**config.mk**
```make
export PLATFORM = sky130hd
export DESIGN_NAME = trace_cmd_decoder_flat
export DESIGN_NICKNAME = d
export VERILOG_FILES = /design/src/rtl/trace_rtl_pkg.sv /design/src/rtl/trace_cmd_decoder_if.sv /design/src/rtl/trace_fifo.sv /design/src/rtl/trace_cmd_decoder.sv /design/src/flat_wrapper.sv
export SDC_FILE = /design/constraint.sdc
export NUM_CORES = 1
export LEC_CHECK = 0
export BUFFER_PORTS_ARGS = -buffer_cell sky130_fd_sc_hd__buf_4
export CAP_MARGIN = 15
export CORE_MARGIN = 5
export CORE_UTILIZATION = 58
export CTS_CLUSTER_SIZE = 14
export DETAILED_ROUTE_END_ITERATION = 10
export HOLD_SLACK_MARGIN = 0.08
export PLACE_DENSITY = 0.79
export SETUP_SLACK_MARGIN = 0.1
export SKIP_LAST_GASP = 1
export SLEW_MARGIN = 20
export SYNTH_ARGS = -nofsm -noshare
export SYNTH_HDL_FRONTEND = slang
export SYNTH_SLANG_ARGS = --single-unit
```
**constraint.sdc**
```tcl
create_clock -name clk -period 3.6 [get_ports clk]
set_input_delay 0.72 -clock clk [delete_from_list [all_inputs] [get_ports clk]]
set_output_delay 0.72 -clock clk [all_outputs]
set_load 0.01 [all_outputs]
```
**src/rtl/trace_rtl_pkg.sv**
```systemverilog
// rtl/trace_rtl_pkg.sv - shared types, command codes and width helpers for the trace decoder
package trace_rtl_pkg;

    typedef enum logic [3:0] {
        CMD_NONE,
        RD_L1D,
        WR_L1D,
        RD_L1I,
        SNP_RD,
        SNP_WR,
        SNP_RWIM,
        SNP_INV,
        CLEAR,
        PRINT,
        CMD_ILLEGAL
    } cmd_class_t;

    localparam int NUM_CLASSES = 11;

    typedef enum logic [1:0] {
        ST_RUN,
        ST_WAIT_CLR,
        ST_WAIT_PRN
    } dec_state_t;

    localparam int unsigned CMD_CODE_RD_L1D   = 0;
    localparam int unsigned CMD_CODE_WR_L1D   = 1;
    localparam int unsigned CMD_CODE_RD_L1I   = 2;
    localparam int unsigned CMD_CODE_SNP_RD   = 3;
    localparam int unsigned CMD_CODE_SNP_WR   = 4;
    localparam int unsigned CMD_CODE_SNP_RWIM = 5;
    localparam int unsigned CMD_CODE_SNP_INV  = 6;
    localparam int unsigned CMD_CODE_CLEAR    = 8;
    localparam int unsigned CMD_CODE_PRINT    = 9;

    function automatic cmd_class_t decode_cmd(input int unsigned code);
        cmd_class_t cls;
        case (code)
            CMD_CODE_RD_L1D:   cls = RD_L1D;
            CMD_CODE_WR_L1D:   cls = WR_L1D;
            CMD_CODE_RD_L1I:   cls = RD_L1I;
            CMD_CODE_SNP_RD:   cls = SNP_RD;
            CMD_CODE_SNP_WR:   cls = SNP_WR;
            CMD_CODE_SNP_RWIM: cls = SNP_RWIM;
            CMD_CODE_SNP_INV:  cls = SNP_INV;
            CMD_CODE_CLEAR:    cls = CLEAR;
            CMD_CODE_PRINT:    cls = PRINT;
            default:           cls = CMD_ILLEGAL;
        endcase
        return cls;
    endfunction

    function automatic int calc_offset_bits(input int line_bytes);
        return $clog2(line_bytes);
    endfunction

    function automatic int calc_set_bits(input int num_sets);
        return $clog2(num_sets);
    endfunction

    function automatic int calc_tag_bits(input int addr_bits, input int line_bytes, input int num_sets);
        return addr_bits - calc_set_bits(num_sets) - calc_offset_bits(line_bytes);
    endfunction

endpackage

```
**src/rtl/trace_cmd_decoder_if.sv**
```systemverilog
// rtl/trace_cmd_decoder_if.sv - raw record input and decoded record output handshakes
interface trace_cmd_decoder_if #(
    parameter int PHYSICAL_ADDR_BITS = 32,
    parameter int LINE_BYTES         = 64,
    parameter int NUM_SETS           = 32768,
    parameter int CMD_BITS           = 4
);
    import trace_rtl_pkg::*;

    localparam int OFFSET_BITS = calc_offset_bits(LINE_BYTES);
    localparam int SET_BITS    = calc_set_bits(NUM_SETS);
    localparam int TAG_BITS    = calc_tag_bits(PHYSICAL_ADDR_BITS, LINE_BYTES, NUM_SETS);

    logic                          in_valid;
    logic                          in_ready;
    logic [CMD_BITS-1:0]           in_cmd;
    logic [PHYSICAL_ADDR_BITS-1:0] in_addr;

    logic                          out_valid;
    logic                          out_ready;
    cmd_class_t                    out_class;
    logic [TAG_BITS-1:0]           out_tag;
    logic [SET_BITS-1:0]           out_set;
    logic [OFFSET_BITS-1:0]        out_offset;
    logic                          out_illegal;

    modport master (
        output in_valid, in_cmd, in_addr, out_ready,
        input  in_ready, out_valid, out_class, out_tag, out_set, out_offset, out_illegal
    );

    modport slave (
        input  in_valid, in_cmd, in_addr, out_ready,
        output in_ready, out_valid, out_class, out_tag, out_set, out_offset, out_illegal
    );

endinterface

```
**src/rtl/trace_fifo.sv**
```systemverilog
// rtl/trace_fifo.sv - parametrised synchronous FIFO with occupancy count and head read-through
module trace_fifo #(
    parameter int WIDTH = 8,
    parameter int DEPTH = 4
) (
    input  logic                     clk,
    input  logic                     rst_n,
    input  logic                     push,
    input  logic [WIDTH-1:0]         push_data,
    input  logic                     pop,
    output logic [WIDTH-1:0]         pop_data,
    output logic [$clog2(DEPTH):0]   count,
    output logic                     empty,
    output logic                     full
);
    localparam int AW = $clog2(DEPTH);
    localparam int CW = AW + 1;

    logic [WIDTH-1:0] mem [DEPTH];
    logic [AW-1:0]    wr_ptr;
    logic [AW-1:0]    rd_ptr;

    assign pop_data = mem[rd_ptr];
    assign empty    = (count == '0);
    assign full     = (count == CW'(DEPTH));

    always_ff @(posedge clk) begin
        if (push) begin
            mem[wr_ptr] <= push_data;
        end
    end

    // power-of-two depth lets the pointers wrap by plain overflow
    always_ff @(posedge clk or negedge rst_n) begin
        if (!rst_n) begin
            wr_ptr <= '0;
            rd_ptr <= '0;
            count  <= '0;
        end else begin
            if (push) wr_ptr <= wr_ptr + 1'b1;
            if (pop)  rd_ptr <= rd_ptr + 1'b1;
            case ({push, pop})
                2'b10:   count <= count + 1'b1;
                2'b01:   count <= count - 1'b1;
                default: count <= count;
            endcase
        end
    end

endmodule

```
**src/rtl/trace_cmd_decoder.sv**
```systemverilog
// rtl/trace_cmd_decoder.sv - buffers trace records, decodes class and address fields, stalls on clear/print
// Optional per-class transfer counters are built when TRACE_STATS_EN is defined.
module trace_cmd_decoder #(
    parameter int PHYSICAL_ADDR_BITS = 32,
    parameter int LINE_BYTES         = 64,
    parameter int NUM_SETS           = 32768,
    parameter int CMD_BITS           = 4,
    parameter int FIFO_DEPTH         = 4
) (
    input  logic                          clk,
    input  logic                          rst_n,
    trace_cmd_decoder_if.slave            bus,
    input  logic                          op_done,
    output logic                          busy,
    output logic [$clog2(FIFO_DEPTH):0]   fifo_count
`ifdef TRACE_STATS_EN
    ,
    input  logic [3:0]                    stats_sel,
    output logic [31:0]                   stats_cnt
`endif
);
    import trace_rtl_pkg::*;

    localparam int OFFSET_BITS = calc_offset_bits(LINE_BYTES);
    localparam int SET_BITS    = calc_set_bits(NUM_SETS);
    localparam int TAG_BITS    = calc_tag_bits(PHYSICAL_ADDR_BITS, LINE_BYTES, NUM_SETS);
    localparam int FW          = CMD_BITS + PHYSICAL_ADDR_BITS;

    dec_state_t state_q;
    dec_state_t state_d;

    logic                          push_in;
    logic                          xfer;
    logic                          going_wait;
    logic                          run_now;
    logic                          load;
    logic                          fifo_push;
    logic                          fifo_pop;
    logic                          fifo_empty;
    logic                          fifo_full;
    logic [FW-1:0]                 fifo_rdata;
    logic [CMD_BITS-1:0]           src_cmd;
    logic [PHYSICAL_ADDR_BITS-1:0] src_addr;
    cmd_class_t                    src_class;

    trace_fifo #(
        .WIDTH (FW),
        .DEPTH (FIFO_DEPTH)
    ) u_fifo (
        .clk       (clk),
        .rst_n     (rst_n),
        .push      (fifo_push),
        .push_data ({bus.in_cmd, bus.in_addr}),
        .pop       (fifo_pop),
        .pop_data  (fifo_rdata),
        .count     (fifo_count),
        .empty     (fifo_empty),
        .full      (fifo_full)
    );

    assign bus.in_ready = !fifo_full;
    assign push_in      = bus.in_valid && bus.in_ready;
    assign xfer         = bus.out_valid && bus.out_ready;
    assign going_wait   = xfer && ((bus.out_class == CLEAR) || (bus.out_class == PRINT));

    // an empty FIFO is bypassed so a fresh record reaches the output one cycle after its push
    assign {src_cmd, src_addr} = fifo_empty ? {bus.in_cmd, bus.in_addr} : fifo_rdata;
    assign src_class = decode_cmd(32'(src_cmd));

    // op_done releases the stall and lets the next record load on the same edge
    assign run_now   = (state_q == ST_RUN) || op_done;
    assign load      = run_now && (!bus.out_valid || bus.out_ready) && !going_wait
                       && (!fifo_empty || push_in);
    assign fifo_pop  = load && !fifo_empty;
    assign fifo_push = push_in && !(load && fifo_empty);

    always_ff @(posedge clk or negedge rst_n) begin
        if (!rst_n) begin
            state_q <= ST_RUN;
        end else begin
            state_q <= state_d;
        end
    end

    always_comb begin
        state_d = state_q;
        busy    = (state_q != ST_RUN);
        case (state_q)
            ST_RUN: begin
                if (going_wait) begin
                    state_d = (bus.out_class == CLEAR) ? ST_WAIT_CLR : ST_WAIT_PRN;
                end
            end
            ST_WAIT_CLR, ST_WAIT_PRN: begin
                if (op_done) state_d = ST_RUN;
            end
            default: state_d = ST_RUN;
        endcase
    end

    always_ff @(posedge clk or negedge rst_n) begin
        if (!rst_n) begin
            bus.out_valid   <= 1'b0;
            bus.out_class   <= CMD_NONE;
            bus.out_tag     <= '0;
            bus.out_set     <= '0;
            bus.out_offset  <= '0;
            bus.out_illegal <= 1'b0;
        end else if (load) begin
            bus.out_valid   <= 1'b1;
            bus.out_class   <= src_class;
            bus.out_tag     <= src_addr[PHYSICAL_ADDR_BITS-1 -: TAG_BITS];
            bus.out_set     <= src_addr[OFFSET_BITS +: SET_BITS];
            bus.out_offset  <= src_addr[OFFSET_BITS-1:0];
            bus.out_illegal <= (src_class == CMD_ILLEGAL);
        end else if (xfer) begin
            bus.out_valid   <= 1'b0;
        end
    end

`ifdef TRACE_STATS_EN
    logic [31:0] stat_q [NUM_CLASSES];

    // a transferred CLEAR wipes every counter and then counts itself
    always_ff @(posedge clk or negedge rst_n) begin
        if (!rst_n) begin
            for (int i = 0; i < NUM_CLASSES; i++) stat_q[i] <= '0;
            stats_cnt <= '0;
        end else begin
            if (xfer) begin
                if (bus.out_class == CLEAR) begin
                    for (int i = 0; i < NUM_CLASSES; i++) begin
                        stat_q[i] <= (i == int'(CLEAR)) ? 32'd1 : 32'd0;
                    end
                end else if (stat_q[bus.out_class] != '1) begin
                    stat_q[bus.out_class] <= stat_q[bus.out_class] + 32'd1;
                end
            end
            stats_cnt <= (stats_sel < 4'(NUM_CLASSES)) ? stat_q[stats_sel] : 32'd0;
        end
    end
`endif

endmodule

```
**src/flat_wrapper.sv**
```systemverilog
// flat-port wrapper written by rule: the top's interface ports become plain ports
module trace_cmd_decoder_flat import trace_rtl_pkg::*;
#(
    parameter int PHYSICAL_ADDR_BITS = 32,
    parameter int LINE_BYTES         = 64,
    parameter int NUM_SETS           = 32768,
    parameter int CMD_BITS           = 4,
    parameter int FIFO_DEPTH         = 4
)
  (clk, rst_n, op_done, busy, fifo_count, bus_in_valid, bus_in_cmd, bus_in_addr, bus_out_ready, bus_in_ready, bus_out_valid, bus_out_class, bus_out_tag, bus_out_set, bus_out_offset, bus_out_illegal);
  trace_cmd_decoder_if #(.PHYSICAL_ADDR_BITS(PHYSICAL_ADDR_BITS), .LINE_BYTES(LINE_BYTES), .NUM_SETS(NUM_SETS), .CMD_BITS(CMD_BITS)) bus_i ();
  input  logic clk;
  input  logic rst_n;
  input  logic op_done;
  output logic busy;
  output logic [$clog2(FIFO_DEPTH):0] fifo_count;
  input wire logic [$bits(bus_i.in_valid)-1:0] bus_in_valid;
  input wire logic [$bits(bus_i.in_cmd)-1:0] bus_in_cmd;
  input wire logic [$bits(bus_i.in_addr)-1:0] bus_in_addr;
  input wire logic [$bits(bus_i.out_ready)-1:0] bus_out_ready;
  output wire logic [$bits(bus_i.in_ready)-1:0] bus_in_ready;
  output wire logic [$bits(bus_i.out_valid)-1:0] bus_out_valid;
  output wire logic [$bits(bus_i.out_class)-1:0] bus_out_class;
  output wire logic [$bits(bus_i.out_tag)-1:0] bus_out_tag;
  output wire logic [$bits(bus_i.out_set)-1:0] bus_out_set;
  output wire logic [$bits(bus_i.out_offset)-1:0] bus_out_offset;
  output wire logic [$bits(bus_i.out_illegal)-1:0] bus_out_illegal;
  assign bus_i.in_valid = bus_in_valid;
  assign bus_i.in_cmd = bus_in_cmd;
  assign bus_i.in_addr = bus_in_addr;
  assign bus_i.out_ready = bus_out_ready;
  assign bus_in_ready = bus_i.in_ready;
  assign bus_out_valid = bus_i.out_valid;
  assign bus_out_class = bus_i.out_class;
  assign bus_out_tag = bus_i.out_tag;
  assign bus_out_set = bus_i.out_set;
  assign bus_out_offset = bus_i.out_offset;
  assign bus_out_illegal = bus_i.out_illegal;
  trace_cmd_decoder #(.PHYSICAL_ADDR_BITS(PHYSICAL_ADDR_BITS), .LINE_BYTES(LINE_BYTES), .NUM_SETS(NUM_SETS), .CMD_BITS(CMD_BITS), .FIFO_DEPTH(FIFO_DEPTH)) u_core (.clk(clk), .rst_n(rst_n), .bus(bus_i), .op_done(op_done), .busy(busy), .fifo_count(fifo_count));
endmodule
```
Yosys cells after proc, flatten, opt, wreduce, memory -nomap -nowiden
Memories as Yosys holds them, arrays and structs flattened.
Index checks and enable logic that the tools add are counted.
Widths: inputs -> output; s select.
{"block": "totals", "romBits": 64, "latchBits": 0, "elab_cells": 61, "memories": 2, "ramBits": 144, "out_inout_bits": 43, "reg_bits": 47}
{"block": "op_classes", "bitwise": 0, "muxes": 10, "shifts": 0, "eq_ne": 10, "add_sub_neg": 4, "multipliers": 0, "div": 0, "magnitude_cmp": 0, "reduce_logical": 25}
{"memory": "u_core.u_fifo.mem", "words": 4, "width": 36, "rd": 1, "rd_ports_with_merged_regs": 0, "write_ports": 1, "line_no": "trace_fifo.sv:19", "text": "logic [WIDTH-1:0] mem [DEPTH];"}
{"memory": "(name not given)", "words": 16, "width": 4, "rd": 1, "rd_ports_with_merged_regs": 0, "write_ports": 0, "line_no": "trace_rtl_pkg.sv:38", "text": "case (code)"}
{"op": "$mux 36", "count": 1}
{"op": "$eq 4x4->1 const B", "count": 3}
{"op": "$logic_and 1x1->1", "count": 9}
{"op": "$mux 2", "count": 3}
{"op": "$pmux 3 s2", "count": 1}
{"op": "$reduce_bool 2->1", "count": 3}
{"op": "$logic_not 1->1", "count": 5}
{"op": "$add 2x1->2 const B", "count": 2}
{"op": "$eq 2x1->1 const B", "count": 2}
{"op": "$eq 2x2->1 const B", "count": 2}
{"op": "$logic_or 1x1->1", "count": 4}
{"op": "$mux 1", "count": 4}
{"op": "$pmux 2 s2", "count": 1}
{"op": "$add 3x1->3 const B", "count": 1}
{"op": "$eq 3x3->1 const B", "count": 1}
{"op": "$logic_not 3->1", "count": 1}
{"op": "$sub 3x1->3 const B", "count": 1}
{"op": "$logic_not 2->1", "count": 1}
{"op": "$ne 2x1->1 const B", "count": 1}
{"op": "$ne 2x2->1 const B", "count": 1}
{"op": "$reduce_and 2->1", "count": 1}
{"op": "$reduce_or 2->1", "count": 1}

Logic depth before layout (Yosys ltp)
{"block": "logic_depth", "word_depth": 11, "depth_mapped": 12}

Hierarchy
A second synthesis with hierarchy kept.
{"block": "hier_totals", "cells_unflattened": 434, "area_unflattened_um2": 7782.5}
{"module": "trace_fifo", "n_inst": 1, "area_per_inst_um2": 5607.9, "cells_each": 225}
{"module": "trace_cmd_decoder", "n_inst": 1, "area_per_inst_um2": 2174.6, "cells_each": 209}

Worst setup path before layout
Ideal clock, no wire load.
{"block": "synth_timing", "path_kind": "reg2reg", "start": "reg u_core.bus.out_class[1]", "end": "mem u_core.u_fifo.mem[0][0] (netlist name), enable pin", "arrival_time_ps": 2195, "required_time_ps": 3203, "path_buffers": 0, "setup_ps": 397, "stages_incl_launch_ff": 6, "setup_slack_ps": 1009, "path_cell_list": "dfrtp_1 -> nor3b_1 -> o21a_1 -> o21bai_1 -> a21boi_2 -> and2_1"}
{"block": "synth_via", "elab_chain_cells": 11}
{"element": "start: declaration", "line_no": "trace_cmd_decoder_if.sv:34", "text": "output in_ready, out_valid, out_class, out_tag, out_set, out_offset, out_illegal"}
{"element": "start signal: assignment", "line_no": "trace_cmd_decoder.sv:111", "text": "bus.out_class <= src_class;"}
{"element": "$eq 4x4->1", "line_no": "trace_cmd_decoder.sv:64", "text": "assign going_wait = xfer && ((bus.out_class == CLEAR) || (bus.out_class == PRINT));"}
{"element": "$logic_or 1x1->1 (*)", "line_no": "trace_cmd_decoder.sv:64"}
{"element": "$logic_and 1x1->1 (*)", "line_no": "trace_cmd_decoder.sv:64"}
{"element": "$logic_not 1->1 (*)", "line_no": "trace_cmd_decoder.sv:72", "text": "assign load = run_now && (!bus.out_valid || bus.out_ready) && !going_wait"}
{"element": "$logic_and 1x1->1 (*)", "line_no": "trace_cmd_decoder.sv:72"}
{"element": "$logic_and 1x1->1 (*)", "line_no": "trace_cmd_decoder.sv:73", "text": "&& (!fifo_empty || push_in);"}
{"element": "$logic_and 1x1->1 (*)", "line_no": "trace_cmd_decoder.sv:75", "text": "assign fifo_push = push_in && !(load && fifo_empty);"}
{"element": "$logic_not 1->1 (*)", "line_no": "trace_cmd_decoder.sv:75"}
{"element": "$logic_and 1x1->1 (*)", "line_no": "trace_cmd_decoder.sv:75"}
{"element": "$mux 1 (*)", "line_no": "trace_fifo.sv:28", "text": "if (push) begin"}
{"element": "$mux 1 (implied by the code) (*)", "line_no": "trace_fifo.sv:29", "text": "mem[wr_ptr] <= push_data;"}
{"element": "end: declaration", "line_no": "trace_fifo.sv:19"}
Every way passes the cells marked *; elsewhere a longest branch is shown, timed or not.

Final worst setup path
{"block": "layout_timing", "start": "reg u_core.bus.out_class[1]", "end": "mem u_core.u_fifo.mem[2][16] (netlist name), enable pin"}
Same word-level chain as after synthesis.

==> flow_summary_export.csv <==
group,metric,value,unit
drt,routed_wl,14.47,mm
clock_network,cts.sinks,191,
synthesis,syn_area,7674,µm²
place,postPlaceCellArea,8519,µm²
worst_setup_path,criticalPathCategory,"flop to flop",
place,gp_congestion,0.7805,
timing,final_max_slew_viol_count,0,
worst_setup_path,worst_path_largest_cell_delay,0.48,ns
drt,drt_drc_violations_left,0,
timing,fin_setup_tns,0,ns
drt,first_iter_violations,271,
hold_path,worst_hold_path_type,"input port to asynchronous set/reset pin",
floorplan,placement_rows,42,
final_layout,diodes,0,
clock_network,numCtsBuffers,17,
clock_network,ctsRootBufferMaster,"clkbuf_16",
synthesis,yosys_register_bits,191,
drt,wl_per_cell,20.13,µm
clock_network,cts_setup_buffers,0,
floorplan,fp.dieArea,15630,µm²
timing,final_period_minus_worst_setup_slack,2.685,ns
clock_network,clk_transition_reported_paths,0.07,ns
synthesis,postSynthNetCount,488,
synthesis,synthFlopType,"edfxtp_1",
pwr,switching_share,32.46,%
global_routing,grt.total_usage,19.71,%
worst_setup_path,critical_path.max_fanout,22,
timing,rsz0062_at_grt,"no",
synthesis,synthDistinctLibCells,40,
final_layout,syn_to_final_growth,18.42,%
worst_setup_path,timing.critical_path.required,3.69,ns
synthesis,synth-edff-count,144,
place,buffer_ports.inserted,83,
global_routing,overflow,0,
clock_network,cts_resized,0,
place,dpl.cell_count,687,
outcome,status,"finished clean",
final_layout,fraction_of_layout_instances_using_a_drive_strength_above_1,32.78,%
drt,drt-pass1-iter-count,4,
place,hpwl,9.392,mm
pwr,comb_power_share,35.4,%
worst_setup_path,worst-path-buf-inv,1,
timing,finClkSkew,0.008499,ns
final_layout,final_design_area_no_fill,9087,µm²
drt,via_count,4027,
floorplan,die_w,125.0,µm
clock_network,cts_tree,"done",
timing,final_period_utilization,74.59,%
flow_run,timing.max_cap.violations,0,
final_layout,final_cells,719,
global_routing,grt_antenna_before_repair,0,
global_routing,vias_in_the_first_global_route,4471,
final_layout,final_core_util,69.45,%
synthesis,synth_sequential_area_ratio,71.68,%
timing,timing.fmax,372.4,MHz
final_layout,nNetsFinal,582,
pwr,worst_ir_drop_vdd,0.0004751,V
worst_setup_path,cp-end-kind,"flop",
worst_setup_path,cpMaxStageDelayCell,"and2_2",
timing,timing.max_slew.rel_slack,56.62,%
global_routing,grt_first_pass_wirelength,23.89,mm
final_layout,mostFrequentLayoutCell,"edfxtp_1",
final_layout,layout.cells.most_common_list,"144 x edfxtp_1, 95 x buf_4, 47 x nand2_1, 45 x dfrtp_1, 37 x mux4_2",
worst_setup_path,startpoint_kind_of_the_worst_setup_timing_path,"flop",
clock_network,max-clock-path-buffers,2,
synthesis,syn-mean-instance-area,17.60,µm²
floorplan,die_height,125.0,µm
clock_network,clock_insertion_delay_worst_skew,0.42,ns
global_routing,grt_start_max_net_pins,48,
synthesis,yosys_warn_count,0,
timing,worstMarginPinSlew,0.6507,ns
floorplan,pin_count,84,
pwr,internal_power,0.005387,W
pwr,p_per_area,877.7,nW/µm²
timing,hold_viol_final,0,
final_layout,fill_cell_instance_count_of_the_final_layout,832,
pwr,netSwitchingPower,0.002589,W
floorplan,design.core.area,13090,µm²
floorplan,initial_utilization,58.64,%
clock_network,htree_num_levels,4,
timing,final-setup-viol-count,0,
pwr,seq_power_share,42.3,%
clock_network,hold_buffers,0,
synthesis,syn_inst,436,
drt,via_per_inst,5.601,
synthesis,postSynth.asyncResetShare,24.61,%
worst_setup_path,cp.arrival,2.77,ns
drt,detail-route-antenna-nets,0,
worst_setup_path,critical_path.top_delay_family,"simple AND/OR/NAND/NOR gates",
pwr,p_leak,3.570,nW
worst_setup_path,path_cells,"nor3b_1 > o21a_1 > o21bai_1 > a21boi_2 > and2_2 > buf_4",
pwr,share_of_power_burned_in_the_clock_network,22.3,%
==> cell families after synthesis <==
logic type      after synthesis  synth area share, %
simple gates                 66                3.652
mux                          74                15.98
flops                       191                71.68
buf+inv                      34                1.957
xor+xnor                      6               0.6849
fa+ha+maj                    11                1.891
compound gates               54                4.158
==> through the flow <==
stage               power (W)  hold slack, ns  worst slack [ns]
floorplan            0.005294          0.4244             1.009
global placement     0.006137          0.4678            0.9868
detailed placement   0.006267          0.4769            0.8841
CTS                  0.008069          0.3381            0.8744
global route         0.008493          0.3761            0.6747
finish               0.007976          0.3239            0.9146
==> power groups by stage <==
stage	clock network, W	logic (W)	registers (W)
6_report	0.00178	0.00283	0.00337
5_1_grt	0.00190	0.00315	0.00345
4_1_cts	0.00181	0.00288	0.00338
3_5_place_dp	0	0.00285	0.00341
3_3_place_gp	0	0.00276	0.00337
2_1_floorplan	0	0.00193	0.00336
==> flip-flops by register name, indices dropped and copies added (netlist names) <==
register,cells
u_core.u_fifo.mem,144
u_core.bus.out_set,15
u_core.bus.out_tag,11
u_core.bus.out_offset,6
u_core.bus.out_class,4
u_core.u_fifo.count,3
u_core.state_q,2
u_core.u_fifo.rd_ptr,2
u_core.u_fifo.wr_ptr,2
u_core.bus.out_illegal,1
u_core.bus.out_valid,1
==> metal layers <==
layer	wire length [µm]	global-route usage (%)
met5	0	0
met4	276	7.398
met3	527	3.881
met1	6109	25.38
met2	7559	33.63
==> worst paths after layout <==
path                                                  endpoint  cells after the start  slack (ns)                           startpoint
min reg2reg                  u_core.bus.out_set[0]$_DFFE_PN0P_                      2        0.49    u_core.bus.out_set[0]$_DFFE_PN0P_
min                          u_core.bus.out_set[4]$_DFFE_PN0P_                      1        0.32                                rst_n
max                         u_core.u_fifo.mem[2][16]$_DFFE_PP_                      6        0.91  u_core.bus.out_class[1]$_DFFE_PN0P_
min in group clk              u_core.bus.out_valid$_DFFE_PN0P_                      2        0.48                        bus_out_ready
max in group asynchronous  u_core.u_fifo.rd_ptr[0]$_DFFE_PN0P_                      1        2.81                                rst_n
max reg2reg                 u_core.u_fifo.mem[2][16]$_DFFE_PP_                      6        0.91  u_core.bus.out_class[1]$_DFFE_PN0P_
==> cell type report <==
class | instances | area [µm²] | share of cell area, %
clock buffers | 20 | 456.7 | 5.025
clock inverters | 12 | 111.4 | 1.225
inverters | 14 | 52.55 | 0.5783
multi-input cells | 211 | 2031 | 22.35
flip-flops and latches | 191 | 5503 | 60.55
well taps | 176 | 220.2 | 2.423
repair buffers | 95 | 713.2 | 7.848
==> cell usage after synthesis (2+ instances only) <==
master    number  area share [%]
nor2_1         7            0.34
mux4_2        37              11
dfrtp_1       47              15
nand2_1       47             2.3
o21ai_1       35             2.3
edfxtp_1     144              56
ha_1          10             1.6
buf_1          3            0.15
xnor2_1        3            0.34
or3_1          2            0.16
a21oi_1        3            0.20
o21ai_0        3            0.20
o21bai_1       2            0.20
buf_2         12            0.78
nor3_1         2            0.13
clkbuf_1       4            0.20
and2_1         4            0.33
a21o_1         2            0.20
inv_1         14            0.68
xor2_1         3            0.34
mux2i_1       33             4.3
==> worst reg2reg max path: stages (launching register included) <==
cell and delay (ns):
dfrtp_1 0.40, nor3b_1 0.46, o21a_1 0.21, o21bai_1 0.08, a21boi_2 0.31, and2_2 0.48, buf_4 0.41
No activity file was read; power rests on OpenSTA's default activity.
